## config.mk

```make
export PLATFORM = sky130hd
export DESIGN_NAME = pet2001tape_play
export DESIGN_NICKNAME = d
export VERILOG_FILES = /design/src/rtl/pet2001tape_play.sv
export SDC_FILE = /design/constraint.sdc
export NUM_CORES = 1
export LEC_CHECK = 0
export CAP_MARGIN = 20
export CELL_PAD_IN_SITES_DETAIL_PLACEMENT = 2
export CELL_PAD_IN_SITES_GLOBAL_PLACEMENT = 2
export CORE_ASPECT_RATIO = 0.75
export CORE_MARGIN = 4
export CORE_UTILIZATION = 40
export CTS_BUF_LIST = sky130_fd_sc_hd__clkbuf_16
export DETAILED_ROUTE_END_ITERATION = 7
export HOLD_SLACK_MARGIN = 0.06
export PLACE_DENSITY_LB_ADDON = 0.12
export SLEW_MARGIN = 25
export SYNTH_ARGS = -nofsm -noshare
export SYNTH_HDL_FRONTEND = slang
export SYNTH_SLANG_ARGS = --single-unit
```

## constraint.sdc

```tcl
create_clock -name clk -period 5.8 [get_ports clk]
set_input_delay 1.16 -clock clk [delete_from_list [all_inputs] [get_ports clk]]
set_output_delay 1.16 -clock clk [all_outputs]
set_load 0.01 [all_outputs]
```

## src/rtl/pet2001tape_play.sv

```systemverilog
// rtl/pet2001tape_play.sv - TAP byte stream to PET cassette-read pulse train
//
// Ports:
//   clk, reset     system clock, synchronous active-high reset
//   ce_1m          one-clk enable per CPU cycle; all pulse timing counts these
//   play           PLAY key level; dropping it aborts playback immediately
//   tap_version    0 = zero byte is a 256-unit pulse, 1 = zero byte opens a 24-bit length
//   tap_data/tap_valid/tap_rd  byte source handshake; tap_rd strobes on consumption
//   cass_motor_n   PIA motor control, 0 = motor on; off pauses the pulse in place
//   cass_sense_n   registered ~play
//   cass_read      tape read line, low for the first half of each pulse
//   busy           extended length being collected or pulse in progress

module pet2001tape_play #(
    parameter int TAP_SCALE = 8,
    parameter int CNT_W     = 24
) (
    input  logic       clk,
    input  logic       reset,
    input  logic       ce_1m,
    input  logic       play,
    input  logic       tap_version,
    input  logic [7:0] tap_data,
    input  logic       tap_valid,
    output logic       tap_rd,
    input  logic       cass_motor_n,
    output logic       cass_sense_n,
    output logic       cass_read,
    output logic       busy
);

    typedef enum logic [2:0] {IDLE, FETCH, EXT0, EXT1, EXT2, LOW, HIGH} state_t;

    state_t             state, state_nxt;
    logic [CNT_W-1:0]   cnt, cnt_nxt;
    logic [CNT_W-1:0]   len_q, len_nxt;
    logic               active, run, take, phase_done;
    logic [CNT_W-1:0]   run_w, byte_len, zero_len, ext_len, hi_len;
    logic [23:0]        ext_raw;

    // Low half gets the odd tick so the falling edge sits at the pulse start.
    function automatic logic [CNT_W-1:0] lo_of(input logic [CNT_W-1:0] l);
        return (l >> 1) + CNT_W'(l[0]);
    endfunction

    assign active   = play & ~cass_motor_n;
    assign run      = active & ce_1m;
    assign run_w    = CNT_W'(run);
    assign byte_len = CNT_W'(tap_data) * CNT_W'(TAP_SCALE);
    assign zero_len = CNT_W'(256 * TAP_SCALE);
    assign ext_raw  = {tap_data, len_q[15:0]};
    assign ext_len  = CNT_W'(ext_raw);
    assign hi_len   = len_q >> 1;

    assign take   = !reset && active && tap_valid &&
                    (state inside {FETCH, EXT0, EXT1, EXT2});
    assign tap_rd = take;
    assign busy   = state inside {EXT0, EXT1, EXT2, LOW, HIGH};

    // A phase ends either on the tick that exhausts it, or immediately when it
    // was entered already satisfied (load of 0 after a same-clk tick credit).
    assign phase_done = active && ((cnt == '0) || (run && (cnt == CNT_W'(1))));

    always_comb begin
        state_nxt = state;
        cnt_nxt   = cnt;
        len_nxt   = len_q;
        case (state)
            IDLE: begin
                if (play) state_nxt = FETCH;
            end
            FETCH: begin
                if (take) begin
                    if (tap_data != 8'd0) begin
                        len_nxt   = byte_len;
                        cnt_nxt   = lo_of(byte_len) - run_w;
                        state_nxt = LOW;
                    end else if (!tap_version) begin
                        len_nxt   = zero_len;
                        cnt_nxt   = lo_of(zero_len) - run_w;
                        state_nxt = LOW;
                    end else begin
                        len_nxt   = '0;
                        state_nxt = EXT0;
                    end
                end
            end
            EXT0: begin
                if (take) begin
                    len_nxt   = CNT_W'(tap_data);
                    state_nxt = EXT1;
                end
            end
            EXT1: begin
                if (take) begin
                    len_nxt[15:8] = tap_data;
                    state_nxt     = EXT2;
                end
            end
            EXT2: begin
                if (take) begin
                    if (ext_len == '0) begin
                        len_nxt   = '0;
                        state_nxt = FETCH;
                    end else begin
                        len_nxt   = ext_len;
                        cnt_nxt   = lo_of(ext_len) - run_w;
                        state_nxt = LOW;
                    end
                end
            end
            LOW: begin
                if (phase_done) begin
                    if (hi_len == '0) begin
                        cnt_nxt   = '0;
                        state_nxt = FETCH;
                    end else begin
                        // A tick landing on an already-empty phase belongs to HIGH.
                        cnt_nxt   = hi_len - ((cnt == '0) ? run_w : '0);
                        state_nxt = HIGH;
                    end
                end else if (run) begin
                    cnt_nxt = cnt - CNT_W'(1);
                end
            end
            HIGH: begin
                if (phase_done) begin
                    cnt_nxt   = '0;
                    state_nxt = FETCH;
                end else if (run) begin
                    cnt_nxt = cnt - CNT_W'(1);
                end
            end
            default: state_nxt = IDLE;
        endcase
        if (!play) begin
            state_nxt = IDLE;
            cnt_nxt   = '0;
            len_nxt   = '0;
        end
    end

    always_ff @(posedge clk) begin
        if (reset) begin
            state        <= IDLE;
            cnt          <= '0;
            len_q        <= '0;
            cass_read    <= 1'b1;
            cass_sense_n <= 1'b1;
        end else begin
            state        <= state_nxt;
            cnt          <= cnt_nxt;
            len_q        <= len_nxt;
            cass_read    <= (state_nxt != LOW);
            cass_sense_n <= ~play;
        end
    end

endmodule
```

Yosys cells after proc, flatten, opt, wreduce, memory -nomap -nowiden
Index checks and enable logic that the tools add are counted.
Cells by class
  add/subtract/negate cells: 6
  eq/ne operators: 15
  mux-type cells: 33
  bitwise logic cells: 4
  reductions and logical operators: 21
Operator list (number)
  two-way mux 24 bit: 13
  one-hot mux 24 bit (4 select lines): 1
  logical NOT 24 bit: 3
  one-hot mux 8 bit (3 select lines): 2
  two-way mux 3 bit: 11
  one-hot mux 8 bit (4 select lines): 1
  adder 23 x 1 -> 24 bit: 1
  equality test 24 x 1 -> 1 bit, second input constant: 1
  two-way mux 12 bit: 2
  subtractor 23 x 1 -> 24 bit: 1
  subtractor 24 x 1 -> 24 bit: 1
  subtractor 24 x 1 -> 24 bit, second input constant: 1
  one-hot mux 3 bit (7 select lines): 1
  subtractor 11 x 1 -> 12 bit, first input constant: 1
  subtractor 10 x 1 -> 11 bit: 1
  != test 2 bit, second input constant: 5
  AND reduction 5 bit: 2
  equality test 3 bit, second input constant: 3
  two-way mux 8 bit: 1
  nonzero test 4 bit: 2
  nonzero test 8 bit: 1
  equality test 3 x 2 -> 1 bit, second input constant: 2
  AND reduction 6 bit: 1
  logical AND 1 bit: 5
  14 further kinds: 16
Word-level totals
  bits in registers: 53
  bits of input ports: 15

Depth between registers and ports, before layout
  depth in word-level cells: 10
  gate-level depth with buffers: 16
  gate-level depth less buffers: 16

Worst setup path before layout
No wires, ideal clock.
  path type: input to register
  from: input play
  to: register cnt[18]
  arrival time: 4120 ps
  setup slack: 1560 ps
  stages: 16
  path buffers: 0
  cell sequence: nor2b_1 -> nand2_1 -> clkinv_1 -> ha_1 -> inv_1 -> ha_1 -> fa_1 -> nand2b_1 -> a221oi_1 -> o21ai_0 -> o41ai_1 -> a211oi_1 -> o41ai_1 -> xnor2_1 -> a211oi_1 -> nor2_1
On the way
  longest elaborated chain between the ends: 7
RTL lines
  start, declared: line 21  | input logic play,
  bitwise AND 1 bit: line 46  | assign active = play & ~cass_motor_n;
  bitwise AND 1 bit: line 47  | assign run = active & ce_1m;
  two-way mux 1 bit, or another cell as far along: line 119  | cnt_nxt = hi_len - ((cnt == '0) ? run_w : '0);
  subtractor 23 x 1 -> 24 bit, or another cell as far along: line 119
  two-way mux 24 bit, or another cell as far along: line 114  | if (hi_len == '0) begin
  two-way mux 24 bit (on tied branches): line 113, 127, 73
  one-hot mux 24 bit (4 select lines): line 68  | case (state)
  end signal, assigned: line 152  | cnt <= cnt_nxt;
  end, declared: line 35  | logic [CNT_W-1:0] cnt, cnt_nxt;
Several ways; a longest one is shown, not always the timed one. The select of a mux whose other input is x is not followed.
A chain may end at the register's enable or synchronous reset.

Worst setup path in the final report
Same ends and word-level chain as after synthesis.

==> results.md <==
- Status: complete, no violations
- Most numerous cell in the Yosys netlist: nor2_1
- Peak supply drop: between 0.0001 and 0.00015 V
- Setup Viol. Count Final: 0
- RSZ-0062 raised after global routing: no
- Critical path origin: play
- Congestion Overflow GR: 0
- CTS H-tree depth: 2
- Worst-path fanout max: 7
- Fin. max-slew vios: 0
- Cells after DPL: roughly 890
- Top cells by area, synth: dfxtp_1, ha_1, xnor2_1
- Initial antenna violation count: 0
- Synth top area share: 0.202
- RR Endpoint: cnt[22]
- Mean Syn Cell Area: 7.37 um2
- Post-synth EDFFs: 0
- HP Start: len_q[12]
- CTS tree: yes
- Fin Clk Skew: 0.0156 ns
- Flops & latches, synth: between 50 and 60
- Detailed placement HPWL: 18.1 mm
- Final net count: 798
- Antenna viol nets, final: 0
- Fraction of layout cells with a size suffix above 1: 0.0440
- Worst min-delay path class: flop to flop
- CP Capture Type: flop
- DR vias: 5665
- DRC viols: 0
- Total global-route track usage: 0.314
- Synth area leader: dfxtp_1
- Yosys warns: 0
- Number of DRC markers in iteration 0: ~500
- Relative slew slack: 0.367
- Post-CTS Repair Setup Buffers: 0
- Gates resized, CTS repair: 0
- R2r setup slk: 1.16 ns
- Clock transition at path regs: 0.08 ns
- Die ar.: around 15000 um2
- R2R cell count: 14
- Final worst path period share: 0.927
- CP startpoint kind: input pin
- Final Hold Fails: 0
- Critical Path End: cnt[18]
- Cts-stage hold buffer count: 0
- Syn nets: 784
- Cell Rows: 35
- Final non-filler cell area: ~5800 um2
- PD cells: 161 nW/um2
- Maxcap violations: 0
- Tightest Pin Transition: 0.947 ns
- Top cells by count, synth: nor2_1, ha_1, nand2_1, a21oi_1, dfxtp_1
- Crit path DAT: ~5.6 ns
- Routed len/inst: 26.2 um
- Vias per inst: 6.34
- Synth unique cells: 65
- Vias in the first global route: 5966
- CTS root buf: clkbuf_16
- Clock Sinks: 53
- DIE HEIGHT: ~110 um
- Ys flop type: dfxtp_1
- Achievable clock frequency: 0.186 GHz
- RR Startpoint: cnt[5]
- Placement-stage cell area: about 5600 um2
- Post-layout min period: 5.38 ns
- Post-Syn Area: 5260 um2
- CTS Buf Count: 5
- Critical path data required time: 6.00 ns
- Final wirelength: 23.4 mm
- Die Wd: 140 um
- Syn Inst Count: 713
- Core Region: 12600 um2
- Area grow syn2layout: 10.4%
- Ant diodes: 0
- Skew-Pair Late Insertion Delay: 0.31 ns
- Finished Layout Cells: 893
- Total Power: 933 uW
- IO buf count: 18
- Sequential area share after synthesis: 0.202
- Clk buf depth: 2
- Setup_tns: 0 ns
- # IOs: 19
- Pin count of the biggest net entering global routing: 34
- Leakage Power: approximately 0.0022 uW
- GPL Wtd Cong: 0.947
- First-pass GRT wire length: 36.5 mm
- First-pass iteration count of the detailed router: 7
- Async SR Flop Fraction: 0
- Initial Utilization: 0.418
- CP Class: input pin to flop
power by group:
| part | leakage (uW) | internal, uW | switching [uW] |
|---|---|---|---|
| registers | 0.000428 | 365 | 3.21 |
| clock network | 0.0000797 | 201 | 156 |
| logic | 0.00169 | 74.2 | 133 |
critical path: stages:
cell and delay, ns:
clkdlybuf4s50_1 0.49, nor2b_1 0.29, nand2_1 0.29, clkinv_1 0.13
ha_1 0.24, inv_1 0.07, ha_1 0.17, fa_1 0.21
nand2b_1 0.13, a221oi_1 0.38, o21ai_0 0.25, o41ai_1 0.61
a211oi_1 0.28, o41ai_1 0.39, xnor2_1 0.12, a211oi_1 0.28
nor2_1 0.08
placed cells by master, fill, tap and decap left out, types with 2 or more instances in the layout:
master	synthesis	layout
nor2_1	77	77
nand2_1	55	55
ha_1	55	55
a21oi_1	54	54
dfxtp_1	53	53
o21ai_0	46	46
inv_1	45	45
xnor2_1	44	44
nand3_1	27	27
xor2_1	21	21
clkdlybuf4s50_1	0	18
nor3_1	17	17
nand2b_1	16	16
buf_4	1	16
nor4_1	13	13
nor2b_1	11	11
a22oi_1	11	11
a211oi_1	11	11
a31oi_1	10	10
a221oi_1	9	9
or4_1	8	8
nand3b_1	8	8
o22ai_1	7	7
o211ai_1	7	7
a311oi_1	7	7
and2_1	6	6
or3_1	6	6
and3_1	5	5
nand4_1	5	5
clkbuf_16	0	5
o21ai_1	4	4
o41ai_1	4	4
o21bai_1	3	3
o221ai_1	3	3
o31ai_1	3	3
a21boi_0	3	3
nand3_2	2	2
o21a_1	2	2
a211o_1	2	2
a32oi_1	2	2
through the flow:
stage                     setup slack [ns]  hold WS (ns)   util
final                                0.424         0.479  0.462
after global routing               0.00173         0.510  0.462
after CTS                            0.579         0.488  0.462
after detailed placement             0.332         0.478  0.449
after global placement               0.527         0.465  0.449
after floorplan                       1.56         0.449      -
flip-flops by register name (all words and copies together) (netlist names):
name / cells
len_q: 24
cnt: 24
state: 3
cass_sense_n: 1
cass_read: 1
worst min path at each step:
stage | depth (start not counted) | end
floorplan | 2 | len_q[12]
global placement | 2 | len_q[12]
detailed placement | 2 | len_q[12]
CTS | 2 | len_q[12]
global route | 2 | cnt[6]
finish | 2 | len_q[12]
cells by family (layout without fill, tap and decap cells):
group                    Yosys count  count (layout)  synth area share
AO/OA/AOI/OAI                    197             197             0.237
XOR/XNOR                          65              65             0.108
adder cells (fa/ha/maj)           57              57             0.137
buffers and inverters             73              87            0.0559
flip-flops                        53              53             0.202
AND/OR/NAND/NOR                  268             268             0.260
cell type report:
| type | count | area, um2 |
|---|---|---|
| Sequential cell | 53 | 1060 |
| Clock buffer | 5 | 125 |
| Tap cell | 166 | 208 |
| Fill cell | 1474 | 6770 |
| Multi-Input combinational cell | 587 | 3900 |
| Timing Repair Buffer | 34 | 300 |
| Inverter | 46 | 173 |
| Clock inverter | 2 | 35.0 |
metal layers:
metal / vias up / wire (um) / global-route usage
met2: 163 / 10500 / 0.515
met3: 27 / 1350 / 0.0382
met1: 2901 / 11200 / 0.449
met5: - / 0 / 0
met4: 0 / 323 / 0.0484
li1: 2574 / - / -
No activity file was read; power rests on OpenSTA's default activity.
